### config.mk
export PLATFORM = sky130hd
export DESIGN_NAME = bin2bcd_8
export DESIGN_NICKNAME = d
export VERILOG_FILES = /design/src/rtl/bin2bcd_8_pkg.sv /design/src/rtl/bin2bcd_8_bcd_add3.sv /design/src/rtl/bin2bcd_8.sv
export SDC_FILE = /design/constraint.sdc
export NUM_CORES = 1
export LEC_CHECK = 0
export ABC_AREA = 1
export CAP_MARGIN = 20
export CORE_MARGIN = 10
export CORE_UTILIZATION = 36
export CTS_BUF_LIST = sky130_fd_sc_hd__clkbuf_4
export DETAILED_ROUTE_END_ITERATION = 10
export GPL_ROUTABILITY_DRIVEN = 0
export PLACE_DENSITY_LB_ADDON = 0.1
export SETUP_SLACK_MARGIN = 0.3
export SLEW_MARGIN = 40
export SYNTH_ARGS = -nofsm -noshare
export SYNTH_HDL_FRONTEND = slang
export SYNTH_SLANG_ARGS = --single-unit
### constraint.sdc
create_clock -name clk -period 1.23 [get_ports clk]
set_input_delay 0.246 -clock clk [delete_from_list [all_inputs] [get_ports clk]]
set_output_delay 0.246 -clock clk [all_outputs]
set_load 0.05 [all_outputs]
### src/rtl/bin2bcd_8_pkg.sv
// bin2bcd_8_pkg: shared widths, FSM state and digit type for the binary-to-BCD converter
package bin2bcd_8_pkg;
   localparam int BIN_W = 8;
   localparam int BCD_DIGITS = 3;
   localparam int ITER = 8;
   localparam int WORK_W = BIN_W + 4 * BCD_DIGITS;
   typedef enum logic [1:0] {IDLE, CONV, DONE} state_t;
   typedef logic [3:0] bcd_t;
endpackage

### src/rtl/bin2bcd_8_bcd_add3.sv
// bin2bcd_8_bcd_add3: double-dabble nibble corrector, adds 3 to any digit of 5 or more
module bin2bcd_8_bcd_add3
   import bin2bcd_8_pkg::*;
(
   input  bcd_t d_in,
   output bcd_t d_out
);
   assign d_out = (d_in >= 4'd5) ? d_in + 4'd3 : d_in;
endmodule

### src/rtl/bin2bcd_8.sv
// bin2bcd_8: iterative 8-bit binary to 3-digit BCD converter with valid/ready handshakes
module bin2bcd_8
   import bin2bcd_8_pkg::*;
(
   input  logic       clk,
   input  logic       rst_n,
   input  logic       in_valid,
   output logic       in_ready,
   input  logic [7:0] bin,
   output logic       out_valid,
   input  logic       out_ready,
   output logic [3:0] centaines,
   output logic [3:0] dizaines,
   output logic [3:0] unites
);
   state_t state_q, state_d;
   logic [WORK_W-1:0] work_q, work_d, adj, sh;
   logic [3:0] cnt_q, cnt_d;
   logic [4*BCD_DIGITS-1:0] dig_q, dig_d;
   logic accept, conv, last;
   genvar i;
   for (i = 0; i < BCD_DIGITS; i++) begin : g_add3
      bin2bcd_8_bcd_add3 u_add3 (
         .d_in  (work_q[BIN_W+4*i +: 4]),
         .d_out (adj[BIN_W+4*i +: 4])
      );
   end
   assign adj[BIN_W-1:0] = work_q[BIN_W-1:0];
   assign sh = adj << 1;
   always_ff @(posedge clk or negedge rst_n)
      if (!rst_n) state_q <= IDLE;
      else state_q <= state_d;
   always_comb begin
      accept = (state_q == IDLE) && in_valid;
      conv = (state_q == CONV);
      last = conv && (cnt_q == 4'(ITER - 1));
      state_d = accept ? CONV :
                last ? DONE :
                (state_q == DONE && out_ready) ? IDLE : state_q;
   end
   always_comb begin
      work_d = accept ? {{(4*BCD_DIGITS){1'b0}}, bin} : conv ? sh : work_q;
      cnt_d = accept ? 4'd0 : conv ? cnt_q + 4'd1 : cnt_q;
      dig_d = last ? sh[WORK_W-1:BIN_W] : dig_q;
   end
   always_ff @(posedge clk or negedge rst_n)
      if (!rst_n) begin
         work_q <= '0;
         cnt_q <= '0;
         dig_q <= '0;
      end else begin
         work_q <= work_d;
         cnt_q <= cnt_d;
         dig_q <= dig_d;
      end
   always_comb begin
      in_ready = (state_q == IDLE);
      out_valid = (state_q == DONE);
      centaines = dig_q[11:8];
      dizaines = dig_q[7:4];
      unites = dig_q[3:0];
   end
endmodule

== Word level (Yosys, flattened, before mapping) ==
Cells that the tools add are included.
Operators by class
  magnitude comparators: 3
  add/sub/neg operators: 4
  reductions and logical operators: 6
  mux-type cells: 10
  eq/ne operators: 3
Operator list (count)
  20-bit two-way mux: 2
  4-bit two-way mux: 4
  4-bit by 3-bit greater-or-equal comparator with 1-bit output, second input constant: 3
  4-bit by 2-bit adder with 4-bit output, second input constant: 2
  2-bit two-way mux: 3
  4-bit by 1-bit adder with 4-bit output, second input constant: 1
  4-bit by 3-bit == test with 1-bit output, second input constant: 1
  3-bit by 2-bit adder with 3-bit output, second input constant: 1
  1-bit logical AND: 3
  3-bit two-way mux: 1
  3-bit nonzero test: 1
  2-bit by 1-bit == test with 1-bit output, second input constant: 1
  2-bit == test, second input constant: 1
  2-bit zero test: 1
  2-bit nonzero test: 1
Storage, ports and cells
  bits of input ports: 12
  register bits after elaboration: 38

== Longest topological paths before layout ==
Gate-level depths: netlist (run 1).
  word-level depth: 5
  depth in mapped cells: 9
  mapped depth without buffers: 9

== Hierarchy ==
A second synthesis (run 1) with hierarchy kept.
Unflattened totals
  cell total of the unflattened synthesis: 253
  area, all modules: 1980.6 sq um
By module, submodules not included
  bin2bcd_8: instances 1, area an instance 1575.3 sq um, cells each 184
  bin2bcd_8_bcd_add3: instances 3, area an instance 135.1 sq um, cells each 23

== Least setup slack after synthesis (run 1) ==
OpenSTA, ideal clock, no wires.
  path type: reg-to-reg
  start point: reg state_q[0]
  end point: reg work_q[12]
  setup slack: -0.347 ns
  cell stages (with the launch flop): 8
  arrival: 1.460 ns
  setup time: 0.118 ns
  cell sequence: dfrtp_1 nor2_2 nand2_2 nand2_2 inv_2 buf_6 nand2_1 nand2_1
Between the ends
  longest elaborated chain between the ends: 3
  elaborated cells on any way between the ends: 5
  classes of those cells: eq/ne: 1; mux: 1; reduce/logical: 3
RTL lines
  start, declared: RTL line bin2bcd_8.sv:16  | state_t state_q, state_d;
  start signal, assigned: RTL line bin2bcd_8.sv:32  | else state_q <= state_d;
  2-bit zero test (*)
  via in_ready: RTL line bin2bcd_8.sv:8  | output logic in_ready,
  1-bit logical AND (*): RTL line bin2bcd_8.sv:34  | accept = (state_q == IDLE) && in_valid;
  20-bit two-way mux / 2-bit nonzero test (equally long branches)
  end signal, assigned: RTL line bin2bcd_8.sv:52  | work_q <= work_d;
  end, declared: RTL line bin2bcd_8.sv:17  | logic [WORK_W-1:0] work_q, work_d, adj, sh;
Mark *: on every way through the listed nets, which the timed path passes. The rest lies on a longest branch.
A chain may end at the register's enable or synchronous reset.

== Worst setup path in the final report (run 1) ==
  start point: reg state_q[0]
  end point: reg dig_q[2]
Between the ends
  longest elaborated chain between the ends: 2
RTL lines
  2-bit by 1-bit == test with 1-bit output: RTL line bin2bcd_8.sv:35  | conv = (state_q == CONV);
  1-bit logical AND: RTL line bin2bcd_8.sv:36  | last = conv && (cnt_q == 4'(ITER - 1));
  end signal, assigned: RTL line bin2bcd_8.sv:54  | dig_q <= dig_d;
  end, declared: RTL line bin2bcd_8.sv:19  | logic [4*BCD_DIGITS-1:0] dig_q, dig_d;
Every way passes these cells.

==> impl_metrics.csv, run 1 <==
group,metric,value,unit
synth,synthMuxAreaShare,0,%
critical_path,cp.arrival,1.67,ns
sta,rsz0062_at_grt,"yes",
sta,fmax,725,MHz
critical_path,slowest_delay,0.45,ns
clocking,cts_tree,"built",
synth,netlist_instances,232,
critical_path,cp.required,1.52,ns
synth,synth_top_family_by_area,"simple AND/OR/NAND/NOR gates",
clocking,cts.path.max_buffers,2,
power,netSwitchingFraction,22.6,%
sta,finalCritPeriodShare,112,%
synth,synthTopCellsByArea,"dfrtp_1, nand2_1, nand3_1",
sta,finalWorstSetupSlack,-0.150,ns
synth,synth_top_area_share,51.4,%
sta,skew,0.00780,ns
synth,synth_xor_area_share,0,%
place,dp_hpwl,2.94,mm
routing,first_pass_iters,4,
synth,yosys.area_share.simple,32.6,%
synth,synth_nets,251,
grt,grt_pass1_vias,1678,
floorplan,io_pins,26,
routing,via_per_inst,4.61,
routing,detail-route-antenna-nets,0,
flow_run,maxCapViolations,0,
hold_path,hold_path_class,"input port to async pin",
run_status,violations,"setup timing",
grt,grt-ovfl-total,0,
clocking,clkTransAtPathRegs,0.11,ns
cells_and_area,drive_above_1_share,33.9,%
floorplan,die_w,91.7,um
cells_and_area,layout_common_cells,"nand2_1, dfrtp_1, buf_4",
power,p_int,1.48,mW
critical_path,cp_max_fo,5,
run_status,status,"complete, but fails checks",
synth,synth-seq-cells,38,
synth,yosys.area.top_type,"dfrtp_1",
sta,slew_violations,0,
sta,worst_slew_pin_slew,0.261,ns
clocking,cts_root_buffer,"clkbuf_4",
grt,antenna_found_initial,0,
grt,track_usage,11.1,%
synth,seq_area_frac_synth,51.4,%
place,io_buffers,25,
power,power.net_switching,0.432,mW
critical_path,crit_chain,"buf_6 -> nand2_2 -> nor3_4 -> buf_12 -> buf_4 -> nand3_1 -> nand2_1",
synth,synth-compound-area-share,4.46,%
synth,syn_area_per_cell,7.98,um2
floorplan,die-height,91.7,um
critical_path,path_class,"flip-flop to flip-flop",
place,dpl_cell_area,0.00248,mm2
cells_and_area,layout_commonest_cell,"nand2_1",
cells_and_area,final_cells,362,
clocking,insertion_delay,0.34,ns
synth,synthAdderAreaFrac,4.73,%
place,dp.cells,341,
power,p_leak,1.39,nW
critical_path,worst_setup_path_start_kind,"flip-flop",
clocking,cts_sinks,38,
place,post-place-ws,-0.0539,ns
sta,setup_viol,20,
routing,drt-total-wl,4.66,mm
routing,drt_iter0_drc,51,
power,ir_drop,0.000541,V
floorplan,die_area,0.00841,mm2
clocking,htreeDepth,2,
clocking,cts_buffers,5,
power,p_per_area,671,mW/mm2
sta,tns,-2.10,ns
sta,hold_viol,0,
routing,wl_per_cell,12.9,um
power,power_frac_comb,3.6,%
power,pwr-share-seq,65.3,%
critical_path,critical-path-slowest-cell,"dfrtp_2",
critical_path,endpoint_kind,"flip-flop",
floorplan,fp-row-count,26,
synth,yosys_warnings,0,
grt,grt_max_degree,39,
routing,drc,0,
cells_and_area,nNetsFinal,312,
sta,layout_min_cycle_time,1.38,ns
grt,grt_pass1_wl,7.76,mm
floorplan,start_util,36.7,%
synth,syn_area,0.00185,mm2
sta,max_slew_margin,82.4,%
power,clock_power_share,31.1,%
floorplan,coreArea,0.00504,mm2
synth,ys_types,19,
cells_and_area,fillers,438,
routing,num_vias,1668,
critical_path,ff2ff_path_depth,7,
cells_and_area,syn2layout_area_growth,54.2,%
cells_and_area,fin_area,0.00285,mm2
cells_and_area,n_antenna_cell,0,
[kinds of logic after synthesis]
group	Yosys count
AO/OA/AOI/OAI	15
adder cells (fa/ha/maj)	7
buffers and inverters	28
flip-flops	38
AND/OR/NAND/NOR	144
[final timing paths]
kind	from	end	slack, ns
setup reg to reg	state_q[0]$_DFFE_PN0P_	dig_q[2]$_DFFE_PN0P_	-0.15
hold / removal	rst_n	work_q[16]$_DFFE_PN0P_	0.39
min in group clk	bin[0]	work_q[0]$_DFFE_PN0P_	0.43
max in group asynchronous	rst_n	work_q[12]$_DFFE_PN0P_	0.65
hold reg to reg	work_q[0]$_DFFE_PN0P_	work_q[0]$_DFFE_PN0P_	0.49
setup / recovery	state_q[0]$_DFFE_PN0P_	dig_q[2]$_DFFE_PN0P_	-0.15
[layer usage]
metal  up-vias  GRT usage, %  wire, um
met4         0          3.98        56
met2        23          19.3      2350
li1        864             -         -
met3         5          3.42       180
met5         -             0         0
met1       776          12.7      2080
[metrics by stage]
stage                     hold slack (ns)  total power [mW]  utilization (%)
after global placement              0.231              1.34             49.1
after CTS                           0.394              1.94             53.6
after global routing                0.390              2.00             56.6
after floorplan                   -0.0496              1.27                -
after detailed placement            0.231              1.34             49.1
final                               0.390              1.91             56.6
[cell usage after synthesis]
library cell	instances
nor2_1	5
nand4_1	4
inv_2	2
nand2_2	3
nand2_1	101
a21oi_1	1
nand3_1	29
buf_6	2
o22ai_1	2
o211ai_1	1
inv_1	21
nor2_2	1
o21ai_0	10
dfrtp_1	38
buf_2	2
buf_4	1
a21boi_0	1
ha_1	7
nor3_2	1
[critical path, delay by kind of cell, from the launching register on]
family,cells,cell delay (ns)
buf+inv,3,0.42
flops,1,0.45
simple gates,4,0.46
[state kept, by name, indices dropped and copies added (netlist names)]
signal and count:
work_q 20, cnt_q 4, state_q 2, dig_q 12
[repair_timing]
action | 4_1_cts | 5_1_grt
hold buffers | 1 | 0
gates cloned | 1 | 2
hold endpoints to repair | 38 | 0
setup endpoints to repair | 52 | 52
resized for setup | 35 | 26
setup buffers | 7 | 4
pin swaps | 8 | 10
[layout make-up]
type / instances / area (um2) / area share, %
clock buffers: 5 / 37.5 / 1.32
flip-flops and latches: 38 / 953 / 33.4
inverters: 23 / 101 / 3.55
well taps: 70 / 87.6 / 3.07
clock inverters: 1 / 3.75 / 0.132
multi-input cells: 166 / 956 / 33.5
repair inverters: 2 / 17.5 / 0.614
repair buffers: 57 / 696 / 24.4
[power by group through the flow]
stage	Clock (mW)	Sequential, mW	Combinational [mW]
finish	0.595	1.25	0.0691
global placement	0	1.27	0.0681
CTS	0.623	1.25	0.0713
detailed placement	0	1.27	0.0685
global route	0.673	1.25	0.0773
floorplan	0	1.27	0.000502
Note: power is estimated with default switching activity, not from simulation.
==> run 2, diff against run 1 <==
--- a/config.mk
+++ b/config.mk
@@ -10,6 +10,7 @@
 export CORE_MARGIN = 10
 export CORE_UTILIZATION = 36
 export CTS_BUF_LIST = sky130_fd_sc_hd__clkbuf_4
+export CTS_CLUSTER_DIAMETER = 120
 export DETAILED_ROUTE_END_ITERATION = 10
 export GPL_ROUTABILITY_DRIVEN = 0
 export PLACE_DENSITY_LB_ADDON = 0.1
==> results of run 2 <==
Same layout as run 1: the final DEF is identical, and so are final timing and power.
